File: src/rtl/unified_mem_arbiter_if.sv
// Unified memory port bus shared by the fetch and memory stages.
// The arbiter drives the request side; the memory drives ready and read data.
interface unified_mem_arbiter_if #(
   parameter int ADDR_W = 32,
   parameter int DATA_W = 32
);
   logic                  mem_req;
   logic                  mem_we;
   logic [ADDR_W-1:0]     mem_addr;
   logic [DATA_W-1:0]     mem_wdata;
   logic [DATA_W/8-1:0]   mem_be;
   logic                  mem_ready;
   logic [DATA_W-1:0]     mem_rdata;

   modport master (
      output mem_req, mem_we, mem_addr, mem_wdata, mem_be,
      input  mem_ready, mem_rdata
   );

   modport slave (
      input  mem_req, mem_we, mem_addr, mem_wdata, mem_be,
      output mem_ready, mem_rdata
   );
endinterface

File: src/rtl/unified_mem_arbiter.sv
// Arbitrates fetch and data accesses onto one memory port, one transaction at a time,
// with data priority, fetch squash on redirect and a wait-cycle timeout abort.
//   state  | meaning
//   IDLE   | no transaction; arbitrate requests
//   BUSY_I | fetch on the bus, waiting for mem_ready or timeout
//   BUSY_D | data access on the bus, waiting for mem_ready or timeout
module unified_mem_arbiter #(
   parameter int ADDR_W  = 32,
   parameter int DATA_W  = 32,
   parameter int TIMEOUT = 16
) (
   input  logic                  clk,
   input  logic                  reset,
   input  logic                  i_if_req,
   input  logic [ADDR_W-1:0]     i_if_addr,
   input  logic                  i_flush,
   output logic                  o_if_valid,
   output logic [DATA_W-1:0]     o_if_rdata,
   output logic                  o_if_err,
   output logic                  o_stall_if,
   input  logic                  i_dm_req,
   input  logic                  i_dm_we,
   input  logic [ADDR_W-1:0]     i_dm_addr,
   input  logic [DATA_W-1:0]     i_dm_wdata,
   input  logic [DATA_W/8-1:0]   i_dm_be,
   output logic                  o_dm_valid,
   output logic [DATA_W-1:0]     o_dm_rdata,
   output logic                  o_dm_err,
   output logic                  o_stall_mem,
   unified_mem_arbiter_if.master mem
);
   localparam int BE_W  = DATA_W / 8;
   localparam int CNT_W = (TIMEOUT > 2) ? $clog2(TIMEOUT) : 1;

   typedef enum logic [1:0] {IDLE, BUSY_I, BUSY_D} state_e;

   state_e              state_q, state_d;
   logic [CNT_W-1:0]    cnt_q, cnt_d;
   logic                squash_q, squash_d;
   logic [ADDR_W-1:0]   addr_q, addr_d;
   logic                we_q, we_d;
   logic [DATA_W-1:0]   wdata_q, wdata_d;
   logic [BE_W-1:0]     be_q, be_d;
   logic                if_valid_q, if_valid_d;
   logic [DATA_W-1:0]   if_rdata_q, if_rdata_d;
   logic                if_err_q, if_err_d;
   logic                dm_valid_q, dm_valid_d;
   logic [DATA_W-1:0]   dm_rdata_q, dm_rdata_d;
   logic                dm_err_q, dm_err_d;

   logic                timeout_hit;
   logic                done;
   logic                squash_now;
   logic [DATA_W-1:0]   resp;

   assign timeout_hit = (cnt_q == CNT_W'(TIMEOUT - 1));
   assign done        = mem.mem_ready || timeout_hit;
   assign squash_now  = squash_q || i_flush;
   // Aborts and stores both return zero data.
   assign resp        = (mem.mem_ready && !we_q) ? mem.mem_rdata : '0;

   always_comb begin
      state_d    = state_q;
      cnt_d      = cnt_q;
      squash_d   = squash_q;
      addr_d     = addr_q;
      we_d       = we_q;
      wdata_d    = wdata_q;
      be_d       = be_q;
      if_valid_d = 1'b0;
      if_rdata_d = if_rdata_q;
      if_err_d   = if_err_q;
      dm_valid_d = 1'b0;
      dm_rdata_d = dm_rdata_q;
      dm_err_d   = dm_err_q;

      case (state_q)
         IDLE: begin
            if (i_dm_req && !dm_valid_q) begin
               state_d = BUSY_D;
               cnt_d   = '0;
               addr_d  = i_dm_addr;
               we_d    = i_dm_we;
               wdata_d = i_dm_wdata;
               be_d    = i_dm_we ? i_dm_be : '1;
            end else if (i_if_req && !if_valid_q && !i_flush) begin
               state_d  = BUSY_I;
               cnt_d    = '0;
               squash_d = 1'b0;
               addr_d   = i_if_addr;
               we_d     = 1'b0;
               wdata_d  = '0;
               be_d     = '1;
            end
         end
         BUSY_I: begin
            if (done) begin
               state_d  = IDLE;
               squash_d = 1'b0;
               // A redirected fetch completes silently; the stage re-requests.
               if (!squash_now) begin
                  if_valid_d = 1'b1;
                  if_rdata_d = resp;
                  if_err_d   = !mem.mem_ready;
               end
            end else begin
               cnt_d    = cnt_q + CNT_W'(1);
               squash_d = squash_now;
            end
         end
         BUSY_D: begin
            if (done) begin
               state_d    = IDLE;
               dm_valid_d = 1'b1;
               dm_rdata_d = resp;
               dm_err_d   = !mem.mem_ready;
            end else begin
               cnt_d = cnt_q + CNT_W'(1);
            end
         end
         default: state_d = IDLE;
      endcase
   end

   always_ff @(posedge clk) begin
      if (reset) begin
         state_q    <= IDLE;
         cnt_q      <= '0;
         squash_q   <= 1'b0;
         addr_q     <= '0;
         we_q       <= 1'b0;
         wdata_q    <= '0;
         be_q       <= '0;
         if_valid_q <= 1'b0;
         if_rdata_q <= '0;
         if_err_q   <= 1'b0;
         dm_valid_q <= 1'b0;
         dm_rdata_q <= '0;
         dm_err_q   <= 1'b0;
      end else begin
         state_q    <= state_d;
         cnt_q      <= cnt_d;
         squash_q   <= squash_d;
         addr_q     <= addr_d;
         we_q       <= we_d;
         wdata_q    <= wdata_d;
         be_q       <= be_d;
         if_valid_q <= if_valid_d;
         if_rdata_q <= if_rdata_d;
         if_err_q   <= if_err_d;
         dm_valid_q <= dm_valid_d;
         dm_rdata_q <= dm_rdata_d;
         dm_err_q   <= dm_err_d;
      end
   end

   assign mem.mem_req   = (state_q != IDLE);
   assign mem.mem_we    = we_q;
   assign mem.mem_addr  = addr_q;
   assign mem.mem_wdata = wdata_q;
   assign mem.mem_be    = be_q;

   assign o_if_valid  = if_valid_q;
   assign o_if_rdata  = if_rdata_q;
   assign o_if_err    = if_err_q;
   assign o_dm_valid  = dm_valid_q;
   assign o_dm_rdata  = dm_rdata_q;
   assign o_dm_err    = dm_err_q;
   assign o_stall_if  = i_if_req && !if_valid_q;
   assign o_stall_mem = i_dm_req && !dm_valid_q;
endmodule

File: src/flat_wrapper.sv
// flat-port wrapper written by rule: the top's interface ports become plain ports
module unified_mem_arbiter_flat 
#(
   parameter int ADDR_W  = 32,
   parameter int DATA_W  = 32,
   parameter int TIMEOUT = 16
)
  (clk, reset, i_if_req, i_if_addr, i_flush, o_if_valid, o_if_rdata, o_if_err, o_stall_if, i_dm_req, i_dm_we, i_dm_addr, i_dm_wdata, i_dm_be, o_dm_valid, o_dm_rdata, o_dm_err, o_stall_mem, mem_mem_req, mem_mem_we, mem_mem_addr, mem_mem_wdata, mem_mem_be, mem_mem_ready, mem_mem_rdata);
  unified_mem_arbiter_if #(.ADDR_W(ADDR_W), .DATA_W(DATA_W)) mem_i ();
  input  logic clk;
  input  logic reset;
  input  logic i_if_req;
  input  logic [ADDR_W-1:0] i_if_addr;
  input  logic i_flush;
  output logic o_if_valid;
  output logic [DATA_W-1:0] o_if_rdata;
  output logic o_if_err;
  output logic o_stall_if;
  input  logic i_dm_req;
  input  logic i_dm_we;
  input  logic [ADDR_W-1:0] i_dm_addr;
  input  logic [DATA_W-1:0] i_dm_wdata;
  input  logic [DATA_W/8-1:0] i_dm_be;
  output logic o_dm_valid;
  output logic [DATA_W-1:0] o_dm_rdata;
  output logic o_dm_err;
  output logic o_stall_mem;
  output wire logic [$bits(mem_i.mem_req)-1:0] mem_mem_req;
  output wire logic [$bits(mem_i.mem_we)-1:0] mem_mem_we;
  output wire logic [$bits(mem_i.mem_addr)-1:0] mem_mem_addr;
  output wire logic [$bits(mem_i.mem_wdata)-1:0] mem_mem_wdata;
  output wire logic [$bits(mem_i.mem_be)-1:0] mem_mem_be;
  input wire logic [$bits(mem_i.mem_ready)-1:0] mem_mem_ready;
  input wire logic [$bits(mem_i.mem_rdata)-1:0] mem_mem_rdata;
  assign mem_mem_req = mem_i.mem_req;
  assign mem_mem_we = mem_i.mem_we;
  assign mem_mem_addr = mem_i.mem_addr;
  assign mem_mem_wdata = mem_i.mem_wdata;
  assign mem_mem_be = mem_i.mem_be;
  assign mem_i.mem_ready = mem_mem_ready;
  assign mem_i.mem_rdata = mem_mem_rdata;
  unified_mem_arbiter #(.ADDR_W(ADDR_W), .DATA_W(DATA_W), .TIMEOUT(TIMEOUT)) u_core (.clk(clk), .reset(reset), .i_if_req(i_if_req), .i_if_addr(i_if_addr), .i_flush(i_flush), .o_if_valid(o_if_valid), .o_if_rdata(o_if_rdata), .o_if_err(o_if_err), .o_stall_if(o_stall_if), .i_dm_req(i_dm_req), .i_dm_we(i_dm_we), .i_dm_addr(i_dm_addr), .i_dm_wdata(i_dm_wdata), .i_dm_be(i_dm_be), .o_dm_valid(o_dm_valid), .o_dm_rdata(o_dm_rdata), .o_dm_err(o_dm_err), .o_stall_mem(o_stall_mem), .mem(mem_i));
endmodule
File: config.mk
export PLATFORM = sky130hd
export DESIGN_NAME = unified_mem_arbiter_flat
export DESIGN_NICKNAME = d
export VERILOG_FILES = /design/src/rtl/unified_mem_arbiter_if.sv /design/src/rtl/unified_mem_arbiter.sv /design/src/flat_wrapper.sv
export SDC_FILE = /design/constraint.sdc
export NUM_CORES = 1
export LEC_CHECK = 0
export CORE_MARGIN = 4
export CORE_UTILIZATION = 41
export CTS_BUF_LIST = sky130_fd_sc_hd__clkbuf_4
export DETAILED_ROUTE_END_ITERATION = 8
export PLACE_DENSITY = 0.82
export SYNTH_ARGS = -nofsm -noshare
export SYNTH_HDL_FRONTEND = slang
export SYNTH_SLANG_ARGS = --single-unit
File: constraint.sdc
create_clock -name clk -period 2.1 [get_ports clk]
set_input_delay 0.63 -clock clk [delete_from_list [all_inputs] [get_ports clk]]
set_output_delay 0.63 -clock clk [all_outputs]
set_load 0.02 [all_outputs]
# == Yosys cells after proc, flatten, opt, wreduce, memory -nomap -nowiden ==
# Cells that the tools add are included.
# totals
latchBits,0
register_bits,144
mem_count,0
word_cells,74
inputBits,139
output_inout_bits,140
ram_bits,0
romBits,0
# op_classes
n_reduce_logical,25
n_mul,0
muxes,23
order_cmp,0
bitwise_logic,4
n_shift,0
n_div,0
add_sub_neg,1
eq_ne,8
# op_table
cell,n
$mux W32,5
$mux W4,6
$reduce_and A3 Y1,3
$pmux W4 S2,1
$reduce_bool A2 Y1,4
$mux W1,6
$mux W2,3
$reduce_and A2 Y1,3
$logic_not A1 Y1,5
$add A4 B1 Y4 const B,1
$eq A4 B4 Y1 const B,1
$logic_and A1 B1 Y1,4
$ne A2 B1 Y1 const B,2
$ne A2 B2 Y1 const B,2
$not A1 Y1,4
$pmux W2 S2,1
$reduce_or A2 Y1,2
$ne A3 B2 Y1 const B,1
$reduce_or A3 Y1,1
$eq A2 B1 Y1 const B,1
$eq A2 B2 Y1 const B,1
$logic_not A2 Y1,1
$logic_or A1 B1 Y1,2
$pmux W1 S2,1

# == Depth between registers and ports, before layout ==
# logic_depth
word_depth,6
ltp_mapped,8
ltp_nobuf,6

# == Least setup slack after synthesis ==
# Ideal clock, no wire load.
# synth_timing
path_type,input-to-reg
start,input port i_flush
end,register u_core.cnt_q[2]
arrival_ns,1.876
path_buffers,0
slack_ns,0.153
cell_stages,4
t_required_ns,2.030
setup_ns,0.070
path_cell_list,or3b_1 a31o_1 or4_1 a21oi_1
# synth_via
elab_chain_len,4
# synth_lines
element,line,text
"start, declared",flat_wrapper.sv:14,input logic i_flush;
$logic_not A1 Y1,unified_mem_arbiter.sv:86,end else if (i_if_req && !if_valid_q && !i_flush) begin
$logic_and A1 B1 Y1,unified_mem_arbiter.sv:86,
$ne A3 B2 Y1 (no line),-,
$reduce_and A3 Y1 (no line),-,
"end signal, assigned",unified_mem_arbiter.sv:142,cnt_q <= cnt_d;
"end, declared",unified_mem_arbiter.sv:38,"logic [CNT_W-1:0] cnt_q, cnt_d;"
# No other way between the ends.
# A chain may end at the register's enable or synchronous reset.

# == Worst setup path after layout ==
# layout_timing
start,input port i_if_req
end,output port o_stall_if
# layout_via
elab_chain_len,1
# layout_lines
element,line,text
"start, declared",flat_wrapper.sv:12,input logic i_if_req;
$logic_and A1 B1 Y1,unified_mem_arbiter.sv:169,assign o_stall_if = i_if_req && !if_valid_q;
"end, declared",flat_wrapper.sv:18,output logic o_stall_if;
# No other way between the ends.

==> metrics.yaml <==
timing:
  final.setup.worst_slack_ns: 0.0449
  grt_setup_unrepaired: "no"
  max_clock_freq_mhz: 487
  drv_slew: 0
  finalClockSkew_ns: 0.0184
  final_critical_delay_including_setup_and_external_delays_ns: 2.06
  post-route-period-util_pct: 97.9
  number_of_hold_violations_in_the_final_report: 0
  slew_headroom_pct: 73.3
  finalSetupViolations: 0
  worst_slew_pin_slew_ns: 0.400
logic_synthesis:
  netlist_top_cells_count: "144 x dfxtp_1, 132 x nand2_1, 75 x nor2_1, 73 x a21oi_1, 46 x clkbuf_1"
  synth_top_area_share_pct: 51.6
  synth_edf_count: 0
  synth.top_cells.by_area: "dfxtp_1 52%, nand2_1 8.9%, a21oi_1 6.5%"
  synth_largest_area_cell: "dfxtp_1"
  syn-cell-area_um2: 5590
  fraction_of_the_yosys_area_taken_by_sequential_cells_pct: 51.6
  yosys.cell_count.top_type: "dfxtp_1"
  syn_inst: 665
  synth-main-ff-cell: "dfxtp_1"
  synth.distinct_cells: 31
  number_of_flip_flops_and_latches_in_the_synthesized_netlist: 144
  synth-async-reset-ratio_pct: 0
  syn_area_per_cell_um2: 8.40
  synthesis.nets: 809
  yosysWarningCount: 0
place:
  dpl_cell_area_um2: 8720
  hpwlAfterDp_mm: 13.5
  dpl.cell_count: 1091
  gpl.final_weighted_congestion: 0.820
  detailedPlace.worstSlack_ns: -0.472
  numPortBuffers: 278
worst_setup_path:
  worst-path-max-fanout: 3
  crit_path_end_kind: "output port"
  worst_setup_path_start_kind: "primary input"
  worst_ep_required_time_ns: 1.47
  worst_ep_arrival_time_ns: 1.43
  timing_worst_setup_path_type: "in -> out"
layout:
  final.fill_count: 1162
  multi_input_gate_area_um2: 2460
  post_route_cells_drive_above_1_share_pct: 8.54
  layoutNonFillerInstCount: 1125
  layout.nets: 1079
  postLayoutCellArea_um2: 8830
  area.sequential_um2: 2890
  areaGrowthSynthToFinish_pct: 58.1
global_route:
  via_count_of_the_first_global_routing_pass: 5514
  antenna_found_initial: 1
  gr-usage-all-layers_pct: 23.0
  met3_track_usage_gr_pct: 8.79
  global_route.usage.met2_pct: 38.5
  groute.layer.met1.usage_pct: 26.0
  gr-max-usage-layer: "met2"
  grt_overflow: 0
  grt_pass1_wl_mm: 28.6
  grt_start_max_net_pins: 58
clocking:
  cts_tree: "done"
  clock_tree.root_cell: "clkbuf_4"
  max-clock-path-buffers: 2
  ctsHtreeMaxLevel: 4
  numClockSinks: 144
  cts_inserted_buffers: 17
  clk_latency_ns: 0.55
  cts.reportedPaths.clkPinSlew_ns: 0.13
drt:
  drt-vias-per-instance: 5.19
  drcViolationCount: 0
  postRouteWirelength_mm: 18.6
  drt_pass1_iterations: 5
  drt_iter0_drc: 408
  vias: 5840
  post_detailed_route_count_of_antenna_violating_nets: 0
  avgRoutedWirePerCell_um: 16.5
power_and_ir_drop:
  max-vdd-ir-drop_v: 0.000464
  total_power_w: 0.00627
  p_leak_nw: 3.82
  power.density_cell_area_nw_per_um2: 710
floorplan:
  io-pin-count: 279
  placeableCoreArea_um2: 13300
  die_extent_in_y_um: 125
  initial_utilization_pct: 42.0
  floorplan.rows: 42
  die_area_um2: 15600
  die_x_um: 125
flow_run:
  max_capacitance_violation_count: 0
worst_hold_path:
  min_path_type: "in -> reg"
outcome:
  status: "finished, final reports clean"
## metrics by stage
step / hold WS [ns] / setup TNS, ns / utilization (%)
global route: 0.394 / 0 / 66.4
floorplan: 0.462 / 0 / -
CTS: 0.403 / 0 / 66.3
global placement: 0.441 / -34.19 / 65.6
detailed placement: 0.446 / -36.26 / 65.6
finish: 0.452 / 0 / 66.4
## what timing repair did
action / in CTS / in global routing
resized for setup: 152 / 3
hold buffers: 0 / 0
buffers inserted: 0 / 1
endpoints found under the setup margin: 140 / 1
## worst paths after layout
path,end,slack (ns),startpoint,cells past startpoint
setup / recovery,o_stall_if,0.04,i_if_req,3
hold / removal,u_core.mem.mem_wdata[7],0.45,reset,2
setup reg to reg,u_core.o_if_rdata[1],0.20,u_core.state_q[0],7
hold reg to reg,u_core.o_dm_rdata[27],0.46,u_core.o_dm_rdata[27],2
## power by group
part / internal [W] / leakage, nW / switching (W) / total [W]
combinational: 0.000701 / 2.49 / 0.000844 / 0.00154
clock: 0.000716 / 0.154 / 0.00102 / 0.00173
sequential: 0.00291 / 1.18 / 0.0000808 / 0.00299
## metal layers
layer,vias to the layer above,part of all wire [%]
met5,-,0
li1,2881,-
met1,2677,39
met4,0,2.9
met2,250,48
met3,32,9.7
## area by class of cell
type / instances / area share [%]
Sequential cell: 144 / 32.7
Antenna cell: 1 / 0.0283
Multi-Input combinational cell: 453 / 27.8
Clock buffer: 18 / 1.53
Inverter: 6 / 0.269
Tap cell: 176 / 2.49
Timing Repair Buffer: 313 / 33.6
Clock inverter: 14 / 1.59
## cell usage in the layout (no fill, tap or decap), types with 2 or more instances in the layout
cell type	n
buf_4	30
inv_1	4
a31oi_1	3
nand4b_1	32
nor2_1	74
ha_1	5
nand2b_1	2
a311oi_1	32
dfxtp_1	142
nor2b_2	2
buf_12	8
dfxtp_2	2
clkinv_2	6
nand2_1	132
clkbuf_4	18
o21ai_0	4
inv_6	2
a22oi_1	33
nor3_1	10
bufinv_16	2
a21oi_1	72
clkinv_4	3
a211oi_1	3
clkdlybuf4s50_1	136
nand3_1	34
dlygate4sd2_1	138
## logic make-up after synthesis
| family | Yosys count | share of synthesized area [%] |
|---|---|---|
| fa+ha+maj | 5 | 1.12 |
| simple gates | 296 | 24.7 |
| compound gates | 152 | 17.6 |
| buf+inv | 68 | 4.93 |
| flops | 144 | 51.6 |
## worst max-delay path, stage by stage
cell	delay [ns]
clkdlybuf4s50_1	0.48
nor2b_2	0.16
buf_4	0.16
## sequential cells by signal (all words and copies together) (netlist names)
| name | count |
|---|---|
| u_core.o_if_rdata | 32 |
| u_core.o_dm_rdata | 32 |
| u_core.mem.mem_addr | 32 |
| u_core.state_q | 2 |
| u_core.o_dm_err | 1 |
| u_core.cnt_q | 4 |
| u_core.squash_q | 1 |
| u_core.mem.mem_be | 4 |
| u_core.o_if_err | 1 |
| u_core.mem.mem_we | 1 |
| u_core.o_dm_valid | 1 |
| u_core.mem.mem_wdata | 32 |
| u_core.o_if_valid | 1 |
Note: power is estimated with default switching activity, not from simulation.
